**config.mk**
```make
export PLATFORM = sky130hd
export DESIGN_NAME = seg_display_capture
export DESIGN_NICKNAME = d
export VERILOG_FILES = /design/src/rtl/seg_display_pkg.sv /design/src/rtl/seg_pattern_decode.sv /design/src/rtl/seg_display_capture.sv
export SDC_FILE = /design/constraint.sdc
export NUM_CORES = 1
export LEC_CHECK = 0
export ABC_AREA = 0
export CAP_MARGIN = 25
export CORE_ASPECT_RATIO = 0.75
export CORE_MARGIN = 1.5
export CORE_UTILIZATION = 55
export CTS_CLUSTER_DIAMETER = 100
export CTS_CLUSTER_SIZE = 20
export DETAILED_ROUTE_END_ITERATION = 12
export DONT_BUFFER_PORTS = 1
export GPL_ROUTABILITY_DRIVEN = 0
export PLACE_DENSITY = 0.7
export SLEW_MARGIN = 20
export SYNTH_ARGS = -nofsm -noshare
export SYNTH_HDL_FRONTEND = slang
export SYNTH_SLANG_ARGS = --single-unit
```
**constraint.sdc**
```tcl
create_clock -name clk -period 6.9 [get_ports clk]
set_input_delay 1.38 -clock clk [delete_from_list [all_inputs] [get_ports clk]]
set_output_delay 1.38 -clock clk [all_outputs]
set_load 0.01 [all_outputs]
```
**src/rtl/seg_display_pkg.sv**
```systemverilog
// seg_display_pkg: shared 7-segment constants, capture FSM states and per-digit slot record.
package seg_display_pkg;

   localparam int SEG_DP_BIT = 7;

   // gfedcba patterns for hex digits 0..F, shared with the display driver
   localparam logic [6:0] HEX_SEG [16] = '{
      7'h3F, 7'h06, 7'h5B, 7'h4F, 7'h66, 7'h6D, 7'h7D, 7'h07,
      7'h7F, 7'h6F, 7'h77, 7'h7C, 7'h39, 7'h5E, 7'h79, 7'h71
   };

   typedef logic [1:0] cap_state_t;
   localparam cap_state_t ST_IDLE     = 2'd0;
   localparam cap_state_t ST_SETTLING = 2'd1;
   localparam cap_state_t ST_CAPTURED = 2'd2;

   typedef struct packed {
      logic [3:0] nibble;
      logic       blank;
      logic       dp;
      logic       err;
   } slot_t;

endpackage

```
**src/rtl/seg_pattern_decode.sv**
```systemverilog
// seg_pattern_decode: maps a gfedcba pattern to its hex nibble, flagging dark and undecodable patterns.
module seg_pattern_decode (
   input  logic [6:0] pattern,
   output logic [3:0] nibble,
   output logic       blank,
   output logic       err
);
   import seg_display_pkg::*;

   logic hit;

   // table search; a dark digit decodes to 0 and is not an error
   always_comb begin
      nibble = '0;
      hit    = 1'b0;
      for (int i = 0; i < 16; i++)
         if (pattern == HEX_SEG[i]) begin
            nibble = 4'(i);
            hit    = 1'b1;
         end
      blank = pattern == 7'h00;
      err   = !hit && !blank;
   end

endmodule

```
**src/rtl/seg_display_capture.sv**
```systemverilog
// seg_display_capture: decodes multiplexed 7-segment strobes back into frames; SEG_DISPLAY_CAPTURE_SYNC_EN adds 2-flop input synchronisers.
module seg_display_capture #(
   parameter int SEGS             = 3,
   parameter int SETTLE_CYCLES    = 16,
   parameter int TIMEOUT_CYCLES   = 5000000,
   parameter int SEG_ACTIVE_LOW   = 0,
   parameter int DIGIT_ACTIVE_LOW = 0
) (
   input  logic                   clk,
   input  logic                   rst,
   input  logic [7:0]             seg_in,
   input  logic [SEGS-1:0]        digit_in,
   output logic [4*SEGS-1:0]      data_out,
   output logic [SEGS-1:0]        blank_mask,
   output logic                   dp_present,
   output logic [$clog2(SEGS):0]  dp_location,
   output logic                   pattern_error,
   output logic                   data_valid,
   output logic                   stale
);
   import seg_display_pkg::*;

   localparam int SW = $clog2(SETTLE_CYCLES + 1);
   localparam int TW = $clog2(TIMEOUT_CYCLES + 1);
   localparam int LW = $clog2(SEGS) + 1;
   localparam logic [SW-1:0] SETTLE_N  = SW'(SETTLE_CYCLES);
   localparam logic [TW-1:0] TIMEOUT_N = TW'(TIMEOUT_CYCLES);

   logic [7:0]          seg_s, seg_n;
   logic [SEGS-1:0]     dig_s, dig_n;
   logic [SEGS+7:0]     cur, prev;
   logic                same, onehot, cap, tick;
   cap_state_t          state, state_d;
   logic [SW-1:0]       cnt, cnt_d, cnt_inc;
   logic [TW-1:0]       tcnt;
   logic [SEGS-1:0]     mask;
   slot_t [SEGS-1:0]    slots;
   slot_t               new_slot;
   logic [3:0]          dec_nib;
   logic                dec_blank, dec_err;
   logic [4*SEGS-1:0]   f_data;
   logic [SEGS-1:0]     f_blank;
   logic                f_dp, f_err;
   logic [LW-1:0]       f_loc;

`ifdef SEG_DISPLAY_CAPTURE_SYNC_EN
   logic [7:0]      seg_m;
   logic [SEGS-1:0] dig_m;

   // two-flop synchroniser for an asynchronous display source
   always_ff @(posedge clk or posedge rst)
      if (rst) begin
         seg_m <= '0;
         seg_s <= '0;
         dig_m <= '0;
         dig_s <= '0;
      end else begin
         seg_m <= seg_in;
         seg_s <= seg_m;
         dig_m <= digit_in;
         dig_s <= dig_m;
      end
`else
   assign seg_s = seg_in;
   assign dig_s = digit_in;
`endif

   assign seg_n   = (SEG_ACTIVE_LOW != 0) ? ~seg_s : seg_s;
   assign dig_n   = (DIGIT_ACTIVE_LOW != 0) ? ~dig_s : dig_s;
   assign cur     = {seg_n, dig_n};
   assign same    = cur == prev;
   assign onehot  = (dig_n != '0) && ((dig_n & (dig_n - SEGS'(1))) == '0);
   assign cnt_inc = (cnt == SETTLE_N) ? cnt : cnt + SW'(1);
   assign tick    = (mask != '0) || (state == ST_IDLE);

   seg_pattern_decode u_dec (
      .pattern (seg_n[6:0]),
      .nibble  (dec_nib),
      .blank   (dec_blank),
      .err     (dec_err)
   );

   assign new_slot = {dec_nib, dec_blank, seg_n[SEG_DP_BIT], dec_err};

   // settle FSM: a digit is accepted once per dwell after SETTLE_CYCLES identical samples
   always_comb begin
      state_d = state;
      cnt_d   = cnt;
      cap     = 1'b0;
      case (state)
         ST_IDLE: begin
            state_d = onehot ? ST_SETTLING : ST_IDLE;
            cnt_d   = onehot ? SW'(1) : '0;
         end
         ST_SETTLING:
            if (!onehot) begin
               state_d = ST_IDLE;
               cnt_d   = '0;
            end else if (!same) begin
               cnt_d = SW'(1);
            end else begin
               cnt_d = cnt_inc;
               if (cnt_inc == SETTLE_N) begin
                  cap     = 1'b1;
                  state_d = ST_CAPTURED;
               end
            end
         ST_CAPTURED:
            if (!same) begin
               state_d = onehot ? ST_SETTLING : ST_IDLE;
               cnt_d   = onehot ? SW'(1) : '0;
            end
         default: begin
            state_d = ST_IDLE;
            cnt_d   = '0;
         end
      endcase
   end

   // state, settle counter and previous-sample register
   always_ff @(posedge clk or posedge rst)
      if (rst) begin
         state <= ST_IDLE;
         cnt   <= '0;
         prev  <= '0;
      end else begin
         state <= state_d;
         cnt   <= cnt_d;
         prev  <= cur;
      end

   // flatten the slot buffer into frame values; descending scan makes the lowest lit dp win
   always_comb begin
      f_data  = '0;
      f_blank = '0;
      f_err   = 1'b0;
      f_dp    = 1'b0;
      f_loc   = '0;
      for (int i = SEGS - 1; i >= 0; i--) begin
         f_data[4*i +: 4] = slots[i].nibble;
         f_blank[i]       = slots[i].blank;
         f_err            = f_err | slots[i].err;
         if (slots[i].dp) begin
            f_dp  = 1'b1;
            f_loc = LW'(i);
         end
      end
   end

   // slot writes, timeout supervision and frame hand-off one cycle after the mask fills
   always_ff @(posedge clk or posedge rst)
      if (rst) begin
         slots         <= '0;
         mask          <= '0;
         tcnt          <= TIMEOUT_N;
         stale         <= 1'b0;
         data_valid    <= 1'b0;
         data_out      <= '0;
         blank_mask    <= '0;
         dp_present    <= 1'b0;
         dp_location   <= '0;
         pattern_error <= 1'b0;
      end else begin
         data_valid <= 1'b0;
         if (cap) begin
            for (int i = 0; i < SEGS; i++)
               if (dig_n[i]) slots[i] <= new_slot;
            mask <= mask | dig_n;
            tcnt <= TIMEOUT_N;
         end else if (tick) begin
            if (tcnt == '0) begin
               mask  <= '0;
               stale <= 1'b1;
               tcnt  <= TIMEOUT_N;
            end else begin
               tcnt <= tcnt - TW'(1);
            end
         end
         if (&mask) begin
            mask          <= '0;
            stale         <= 1'b0;
            data_valid    <= 1'b1;
            data_out      <= f_data;
            blank_mask    <= f_blank;
            dp_present    <= f_dp;
            dp_location   <= f_loc;
            pattern_error <= f_err;
         end
      end

endmodule

```
==> summary.md, run 1 <==
| Metric | Value |
|---|---|
| Status | `completed` |
| R2R cell count | `5` |
| Combinational power share | `11.4%` |
| Origin of the worst min-delay path | `f_blank[2]` |
| Post-DP HPWL | `5.98 mm` |
| Top-count cell post-synth | `dfrtp_1` |
| Register area share after synthesis | `50.1%` |
| Clock share of power | `35.4%` |
| Minimum clock period | `3.34 ns` |
| Die area | `8400 µm²` |
| CTS sink count | `86` |
| P&R area growth vs syn | `6.17%` |
| Post-synth EDFFs | `0` |
| Worst flop-to-flop path startpoint | `prev[9]` |
| Layout fillers | `617` |
| Final hold violation count | `0` |
| Slew @ Worst Pin | `0.827 ns` |
| Fin nets | `417` |
| Reg2Reg Setup Slack | `4.20 ns` |
| Clk slew on worst S/H paths | `0.09 ns` |
| Hold Path Depth | `1` |
| Int Power | `0.760 mW` |
| # diodes | `0` |
| Vias in the first global route | `3052` |
| Vias | `3154` |
| FMAX | `300 MHz` |
| Syn Nets | `425` |
| Leading area contributor after synthesis | `dfrtp_1` |
| Clk root buf | `clkbuf_8` |
| DRT iter0 DRCs | `195` |
| Grt ovf | `0` |
| Clk Latency, worst-skew pair | `0.36 ns` |
| Wirelength, routed | `8.79 mm` |
| Post-DR wirelength/cell | `17.4 µm` |
| Psw | `0.287 mW` |
| Seq. cell area | `2160 µm²` |
| Setup TNS | `0 ns` |
| Pins Over Slew Limit | `0` |
| Dominant synthesized flop cell | `dfrtp_1` |
| Die Wd | `105 µm` |
| Initial antenna violation count | `0` |
| Total setup buffers inserted after CTS | `0` |
| First-pass GRT wire length | `14.8 mm` |
| Crit-path max FO | `14` |
| Avg Inst Size Synth | `10.6 µm²` |
| Library cells used by synthesis | `59` |
| Clock Skew | `0.0112 ns` |
| Share of layout cells above drive strength 1 | `20.5%` |
| Critical path launch point | `digit_in[2]` |
| Drc violations | `0` |
| Hold Path Class | `reg -> reg` |
| Synth top cells by count | `78 x dfrtp_1, 36 x mux2_2, 35 x nor2_1` |
| Async SR Flop Fraction | `100%` |
| Synth area leaders | `dfrtp_1 45%, mux2_2 9.4%, dfstp_2 4.9%` |
| Pin count of the biggest net entering global routing | `87` |
| P per Cell Area | `229 nW/µm²` |
| Sw Share | `27.4%` |
| Multi-input logic area | `2020 µm²` |
| Crit path launch type | `primary input` |
| Post-cts sizing count | `0` |
| Initial Utilization | `57.8%` |
| Detailed Routing Iterations Pass 1 | `5` |
| DR vias/cell | `6.23` |
| Fin crit share | `48.4%` |
| Synth Register Bits | `86` |
| Post-Syn Area | `4320 µm²` |
| Hold buffer count at cts | `0` |
| Critical setup path kind | `in -> reg` |
| Die H | `79.7 µm` |
| Final setup violation count | `0` |
| Yosys top cell area share | `45.2%` |
| CTS tree | `yes` |
| Total track usage | `23.0%` |
| Final Util | `61.4%` |
| RSZ-0062 raised after global routing | `no` |
| Synth warnings | `0` |
| Reg power frac | `53.2%` |
| Max-Cap Viols | `0` |
| # rows | `27` |
| Antenna Nets Post-Route | `0` |
| PortBufs | `0` |
| Post-Synthesis Cells | `408` |
| I/O pin count | `35` |
| Nature of the critical path endpoint | `register` |
| Worst vdd ir | `119 µV` |
| Leak | `1.99 nW` |
| Power Total | `1.05 mW` |
| Core area | `7470 µm²` |
| Relative slew slack | `44.7%` |
| Clock buffer depth | `2` |
| Worst endpoint required time | `7.14 ns` |
| WP data arrival | `3.58 ns` |
| CTS H-tree depth | `3` |
| Num CTS Buffers | `9` |
[cell type report]
cell class                      instances  area share, %
Multi-Input combinational cell        290           44.1
Clock inverter                          6           1.61
Tap cell                              101           2.76
Timing Repair Buffer                    3          0.573
Clock buffer                           10           3.00
Sequential cell                        86           47.2
Inverter                               10          0.846
[stage by stage]
stage	hold slack (ns)	instance area (µm²)	setup WS, ns	cells
final	0.514	4580	3.56	506
after global routing	0.542	4580	3.41	506
after CTS	0.517	4570	3.59	505
after detailed placement	0.495	4360	3.19	489
after global placement	0.485	4360	3.25	489
after floorplan	0.475	4320	3.31	408
[critical path: stages]
cell and delay (ns):
xor2_1 0.14, nor4_1 0.43, nand3_1 0.60, nor3_4 0.63, mux2_2 0.39
[per-layer routing]
layer / GRT usage (%) / routed length (µm)
met2: 32.4 / 3720
met3: 6.29 / 672
met5: 0 / 0
met4: 8.36 / 113
met1: 33.8 / 4290
[cell usage in the layout, fill, tap and decap left out, types with 5 or more instances in the layout]
cell type | synthesis | final
xor2_1 | 15 | 15
a22oi_1 | 8 | 8
nor2_1 | 35 | 35
dfstp_2 | 8 | 8
a21oi_1 | 17 | 17
inv_1 | 9 | 8
nor4_1 | 8 | 8
nor3_1 | 13 | 12
o21ai_0 | 26 | 26
clkbuf_8 | 0 | 10
nand3b_1 | 5 | 5
dfrtp_1 | 78 | 78
nand2_1 | 23 | 23
a31oi_1 | 6 | 6
nand3_1 | 16 | 16
or3_1 | 6 | 6
mux2_2 | 36 | 36
and3_1 | 5 | 5
[power by group through the flow]
stage	Clock [mW]	Combinational, mW	Sequential [mW]
2_1_floorplan	0	0.102	0.560
3_3_place_gp	0	0.114	0.565
3_5_place_dp	0	0.118	0.566
4_1_cts	0.384	0.118	0.556
5_1_grt	0.403	0.137	0.561
6_report	0.371	0.119	0.557
[path summary, 6_finish.rpt]
path / endpoint
max: slots[7]
min: f_blank[2]
max reg2reg: slots[7]
min reg2reg: f_blank[2]
max in group asynchronous: cnt[4]
min in group asynchronous: data_out[10]
[sequential cells by signal, indices dropped and copies added (netlist names), 2 cells and up]
name         flops
blank_mask       3
cnt              5
data_out        12
dp_location      2
f_blank          3
f_data          12
mask             3
prev            11
slots            6
state            2
tcnt            23
[kinds of logic after synthesis]
family	Yosys count	share of synthesized area, %
AND/OR/NAND/NOR	145	19.2
flip-flops	86	50.1
AO/OA/AOI/OAI	82	12.3
multiplexers	39	10.1
buffers and inverters	32	3.27
XOR/XNOR	19	3.85
adder cells (fa/ha/maj)	4	1.16
other	1	0.0868
Power figures use the tool's default switching activity.
==> inputs of run 2 (changes only) <==
clock period = 3.39 ns   (was 6.9 ns; I/O delays follow)
==> summary.md, run 2 (synthesized netlist as in run 1, its figures left out) <==
| Metric | Value |
|---|---|
| Fin crit share | `76.3%` |
| R2R cell count | `7 (+2)` |
| Max-Cap Viols | `0 (unchanged)` |
| Die Wd | `105 µm (unchanged)` |
| Critical setup path kind | `reg -> reg` |
| FMAX | `387 MHz` |
| WP data arrival | `2.84 ns (-0.74 ns)` |
| Post-DR wirelength/cell | `17.4 µm (+0.17%)` |
| I/O pin count | `35 (unchanged)` |
| Final hold violation count | `0 (unchanged)` |
| DR vias/cell | `6.22 (-0.24%)` |
| Crit path launch type | `register` |
| Area post-placement | `4380 µm² (+0.52%)` |
| Hold Path Class | `in -> async` |
| Drc violations | `0 (unchanged)` |
| Combinational power share | `11.9% (+0.5 points)` |
| Crit-path max FO | `8 (-6)` |
| # rows | `27 (unchanged)` |
| Vias in the first global route | `2959 (-3.0%)` |
| Die area | `8400 µm² (unchanged)` |
| Share of layout cells above drive strength 1 | `20.6% (+0.14 points)` |
| Minimum clock period | `2.59 ns` |
| Leak | `1.98 nW (-0.53%)` |
| Grt ovf | `0 (unchanged)` |
| Pins Over Slew Limit | `0 (unchanged)` |
| Num CTS Buffers | `9 (unchanged)` |
| CP max-delay cell | `nor3_4` |
| Sw Share | `27.9% (+0.45 points)` |
| Setup WS pre-CTS | `0.819 ns (-2.37 ns)` |
| Worst endpoint required time | `3.64 ns (-3.50 ns)` |
| Clk slew on worst S/H paths | `0.09 ns (about the same)` |
| Clk Latency, worst-skew pair | `0.37 ns (about the same)` |
| Initial Utilization | `57.8% (unchanged)` |
| Int Power | `1.47 mW (+93%)` |
| Final instance area | `4570 µm² (-0.35%)` |
| Initial antenna violation count | `0 (unchanged)` |
| Setup ws final | `0.804 ns (-2.76 ns)` |
| Multi-input logic area | `2020 µm² (unchanged)` |
| Worst flop-to-flop path startpoint | `cnt[0]` |
| Reg power frac | `55.7% (+2.5 points)` |
| Crit path max-delay family | `simple AND/OR/NAND/NOR gates` |
| Critical Path, Cell by Cell | `inv_1 -> ha_1 -> and4bb_2 -> a22oi_1 -> a211o_1 -> nor3_4 -> mux2_2` |
| Clock buffer depth | `2 (unchanged)` |
| Flip-flop count of the largest register after layout | `23 (unchanged)` |
| Vias | `3159 (+0.16%)` |
| Post-DP HPWL | `6.26 mm (+4.7%)` |
| Hold slack final | `0.275 ns (-0.239 ns)` |
| Setup TNS | `0 ns (unchanged)` |
| Post-cts sizing count | `0 (unchanged)` |
| Commonest non-fill, non-tap cells in the layout | `78 x dfrtp_1, 36 x mux2_2, 35 x nor2_1` |
| Reg2Reg Setup Slack | `0.80 ns (-3.40 ns)` |
| Core area | `7470 µm² (unchanged)` |
| PortBufs | `0 (unchanged)` |
| Total track usage | `23.3% (+0.35 points)` |
| Seq. cell area | `2160 µm² (unchanged)` |
| Slew @ Worst Pin | `0.852 ns (+0.0250 ns)` |
| Power Total | `2.04 mW (+94%)` |
| Clk root buf | `clkbuf_8` |
| Relative slew slack | `43.0% (-1.7 points)` |
| Total setup buffers inserted after CTS | `0 (unchanged)` |
| Buf+Inv Stages, Crit Path | `1 (+1)` |
| Largest incremental delay on the critical path | `0.51 ns (-0.12 ns)` |
| P&R area growth vs syn | `5.80%` |
| CTS tree | `yes` |
| RSZ-0062 raised after global routing | `no` |
| Hold buffer count at cts | `0 (unchanged)` |
| Pin count of the biggest net entering global routing | `44 (-49%)` |
| Clock Skew | `0.0154 ns (+0.00426 ns)` |
| CTS sink count | `86 (unchanged)` |
| Status | `completed` |
| Psw | `0.568 mW (+97%)` |
| Wirelength, routed | `8.84 mm (+0.57%)` |
| Fin nets | `419 (+0.48%)` |
| RR Endpoint | `f_data[0]` |
| Top reg by flops | `tcnt` |
| Worst vdd ir | `398 µV (+230%)` |
| Antenna Nets Post-Route | `0 (unchanged)` |
| # diodes | `0 (unchanged)` |
| First-pass GRT wire length | `14.9 mm (+0.93%)` |
| Die H | `79.7 µm (unchanged)` |
| Nature of the critical path endpoint | `register` |
| Clock share of power | `32.4% (-3.0 points)` |
| Commonest non-fill, non-tap cell in the layout | `dfrtp_1` |
| Layout fillers | `593 (-3.9%)` |
| Final setup violation count | `0 (unchanged)` |
| Detailed Routing Iterations Pass 1 | `5 (unchanged)` |
| CTS H-tree depth | `3 (unchanged)` |
| DRT iter0 DRCs | `221 (+13%)` |
| P per Cell Area | `446 nW/µm² (+95%)` |
[run 2: cell count changes in the layout (fill, tap and decap cells not counted)]
cell and change:
buf_4 +3, buf_6 -1, bufinv_16 -1, clkbuf_1 +1, clkinv_4 +2, clkinvlp_4 +1
inv_6 -3
[run 2: final cells by class]
type                            instances  area share [%]
Clock buffer                           11            3.10
Clock inverter                          5           0.931
Inverter                               10           0.849
Multi-Input combinational cell        290            44.2
Sequential cell                        86            47.3
Tap cell                              101            2.77
Timing Repair Buffer                    5           0.822
[run 2: worst max-delay path by stage]
stage	start	endpoint	slack (ns)	cells after the start
final	cnt[0]	f_data[0]	0.80	7
after floorplan	rst	blank_mask[0]	0.50	1
after global routing	cnt[0]	f_data[0]	0.65	7
after detailed placement	cnt[0]	f_data[0]	0.82	7
after global placement	cnt[0]	f_data[3]	0.89	7
after CTS	cnt[0]	f_data[2]	0.82	7
[run 2: stage by stage]
| step | util, % | cells |
|---|---|---|
| detailed placement | 58.7 | 492 |
| global placement | 58.7 | 492 |
| CTS | 61.2 | 508 |
| floorplan | - | 408 |
| global route | 61.2 | 508 |
| finish | 61.2 | 508 |
[run 2: power by group through the flow]
| stage | logic, mW | clock network [mW] | registers, mW |
|---|---|---|---|
| final | 0.242 | 0.659 | 1.13 |
| after floorplan | 0.207 | 0 | 1.14 |
| after detailed placement | 0.242 | 0 | 1.15 |
| after CTS | 0.242 | 0.679 | 1.13 |
| after global routing | 0.283 | 0.722 | 1.14 |
| after global placement | 0.234 | 0 | 1.15 |
[run 2: routing by layer]
layer  part of all wire, %  GRT usage, %
met2                    42          33.7
met4                  0.93          6.16
met3                   6.7          7.35
met1                    50          34.0
met5                     0             0
==> inputs of run 3 (changes only) <==
clock period = 2.71 ns   (was 3.39 ns; I/O delays follow)
==> summary.md, run 3 (synthesized netlist as in run 1, its figures left out) <==
| Metric | Value |
|---|---|
| Power Total | `2.87 mW (+41%)` |
| Setup TNS | `0 ns (unchanged)` |
| WP data arrival | `2.77 ns (-0.07 ns)` |
| Commonest non-fill, non-tap cell in the layout | `dfrtp_1` |
| Core area | `7470 µm² (unchanged)` |
| Clock Skew | `0.00877 ns (-0.00667 ns)` |
| Non-filler cells, final | `517 (+1.8%)` |
| Critical setup path kind | `reg -> reg` |
| Grt ovf | `0 (unchanged)` |
| Hold Path Class | `in -> async` |
| Initial antenna violation count | `0 (unchanged)` |
| CTS sink count | `86 (unchanged)` |
| Hold buffer count at cts | `0 (unchanged)` |
| Clk root buf | `clkbuf_8` |
| # rows | `27 (unchanged)` |
| Flip-flop count of the largest register after layout | `23 (unchanged)` |
| Post-DR wirelength/cell | `18.0 µm (+3.1%)` |
| Total setup buffers inserted after CTS | `0 (unchanged)` |
| Psw | `0.755 mW (+33%)` |
| Commonest non-fill, non-tap cells in the layout | `78 x dfrtp_1, 36 x mux2_2, 35 x nor2_1` |
| Final Util | `63.2% (+2.0 points)` |
| RSZ-0062 raised after global routing | `no` |
| Area post-placement | `4470 µm² (+1.9%)` |
| Vias in the first global route | `3035 (+2.6%)` |
| Layout fillers | `599 (+1.0%)` |
| Relative slew slack | `46.9% (+3.8 points)` |
| Die Wd | `105 µm (unchanged)` |
| Total track usage | `23.8% (+0.50 points)` |
| Die area | `8400 µm² (unchanged)` |
| P&R area growth vs syn | `9.27%` |
| First-pass GRT wire length | `15.6 mm (+4.3%)` |
| Post-DP HPWL | `6.39 mm (+2.0%)` |
| Clock share of power | `38.6% (+6.2 points)` |
| Antenna Nets Post-Route | `0 (unchanged)` |
| FMAX | `395 MHz (+2.1%)` |
| Minimum clock period | `2.53 ns (-0.0536 ns)` |
| Die H | `79.7 µm (unchanged)` |
| CTS H-tree depth | `3 (unchanged)` |
| CTS tree | `yes` |
| I/O pin count | `35 (unchanged)` |
| DR vias/cell | `6.15 (-1.0%)` |
| Num CTS Buffers | `9 (unchanged)` |
| Combinational power share | `11.7% (-0.2 points)` |
| Reg power frac | `49.7% (-6.0 points)` |
| Nature of the critical path endpoint | `register` |
| Clk slew on worst S/H paths | `0.09 ns (about the same)` |
| Setup WS pre-CTS | `0.174 ns (-0.645 ns)` |
| Vias | `3182 (+0.73%)` |
| Worst vdd ir | `478 µV (+20%)` |
| Crit path launch type | `register` |
| Sw Share | `26.3% (-1.6 points)` |
| Clk Latency, worst-skew pair | `0.35 ns (-0.02 ns)` |
| Wirelength, routed | `9.28 mm (+5.0%)` |
| Crit-path max FO | `8 (unchanged)` |
| Drc violations | `0 (unchanged)` |
| # diodes | `0 (unchanged)` |
| Hold slack final | `0.192 ns (-0.0829 ns)` |
| Status | `completed` |
| Pins Over Slew Limit | `0 (unchanged)` |
| Post-cts sizing count | `0 (unchanged)` |
| Fin nets | `428 (+2.1%)` |
| Final setup violation count | `0 (unchanged)` |
| Worst endpoint required time | `2.94 ns (-0.70 ns)` |
| Clock buffer depth | `2 (unchanged)` |
| DRT iter0 DRCs | `312 (+41%)` |
| Final hold violation count | `0 (unchanged)` |
| Share of layout cells above drive strength 1 | `22.6% (+2.0 points)` |
| Max-Cap Viols | `0 (unchanged)` |
| Int Power | `2.11 mW (+44%)` |
| Fin crit share | `93.5% (+17 points)` |
| Final instance area | `4720 µm² (+3.3%)` |
| Top reg by flops | `tcnt` |
| Leak | `2.06 nW (+4.3%)` |
| Setup ws final | `0.177 ns (-0.626 ns)` |
| Initial Utilization | `57.8% (unchanged)` |
| Detailed Routing Iterations Pass 1 | `5 (unchanged)` |
| P per Cell Area | `608 nW/µm² (+36%)` |
| Placed Cells | `501 (+1.8%)` |
| Slew @ Worst Pin | `0.796 ns (-0.0566 ns)` |
| PortBufs | `0 (unchanged)` |
| Pin count of the biggest net entering global routing | `40 (-9.1%)` |
==> run 3: path summary, 6_finish.rpt <==
kind,from,endpoint,slack (ns),depth (start not counted)
setup / recovery,cnt[0],slots[7],0.18,7
hold reg to reg,f_data[3],data_out[3],0.51,1
setup reg to reg,cnt[0],slots[7],0.18,7
min in group clk,digit_in[0],prev[0],0.22,0
hold / removal,rst,blank_mask[1],0.19,1
max in group asynchronous,rst,tcnt[9],1.81,2
==> run 3: routing by layer <==
metal	GRT usage (%)	vias up	part of all wire [%]
li1	-	1499	-
met5	0	-	0
met4	6.03	0	1.0
met1	36.8	1564	50
met3	6.12	17	6.9
met2	33.1	102	42
==> run 3: critical path, stage by stage, from the launching register on <==
cell      delay (ns)
dfrtp_1         0.42
inv_1           0.14
ha_1            0.18
and4bb_2        0.27
a22oi_1         0.09
a211o_1         0.47
nor3_4          0.45
mux2_2          0.39
==> run 3: layout make-up <==
type                       instances  area, µm²  area share (%)
clock buffer                       9        124            2.63
clock inverter                     7        128            2.70
inverter                          10       41.3           0.875
multi-input combinational        290       2020            42.8
sequential                        86       2160            45.8
tap                              101        126            2.68
timing repair buffer              14        118            2.49
==> run 3: power by group through the flow <==
stage          Sequential (mW)  Clock (mW)  Combinational (mW)
6_report                  1.42        1.11               0.336
5_1_grt                   1.43        1.19               0.384
4_1_cts                   1.42        1.13               0.335
3_5_place_dp              1.44           0               0.327
3_3_place_gp              1.44           0               0.316
2_1_floorplan             1.43           0               0.260
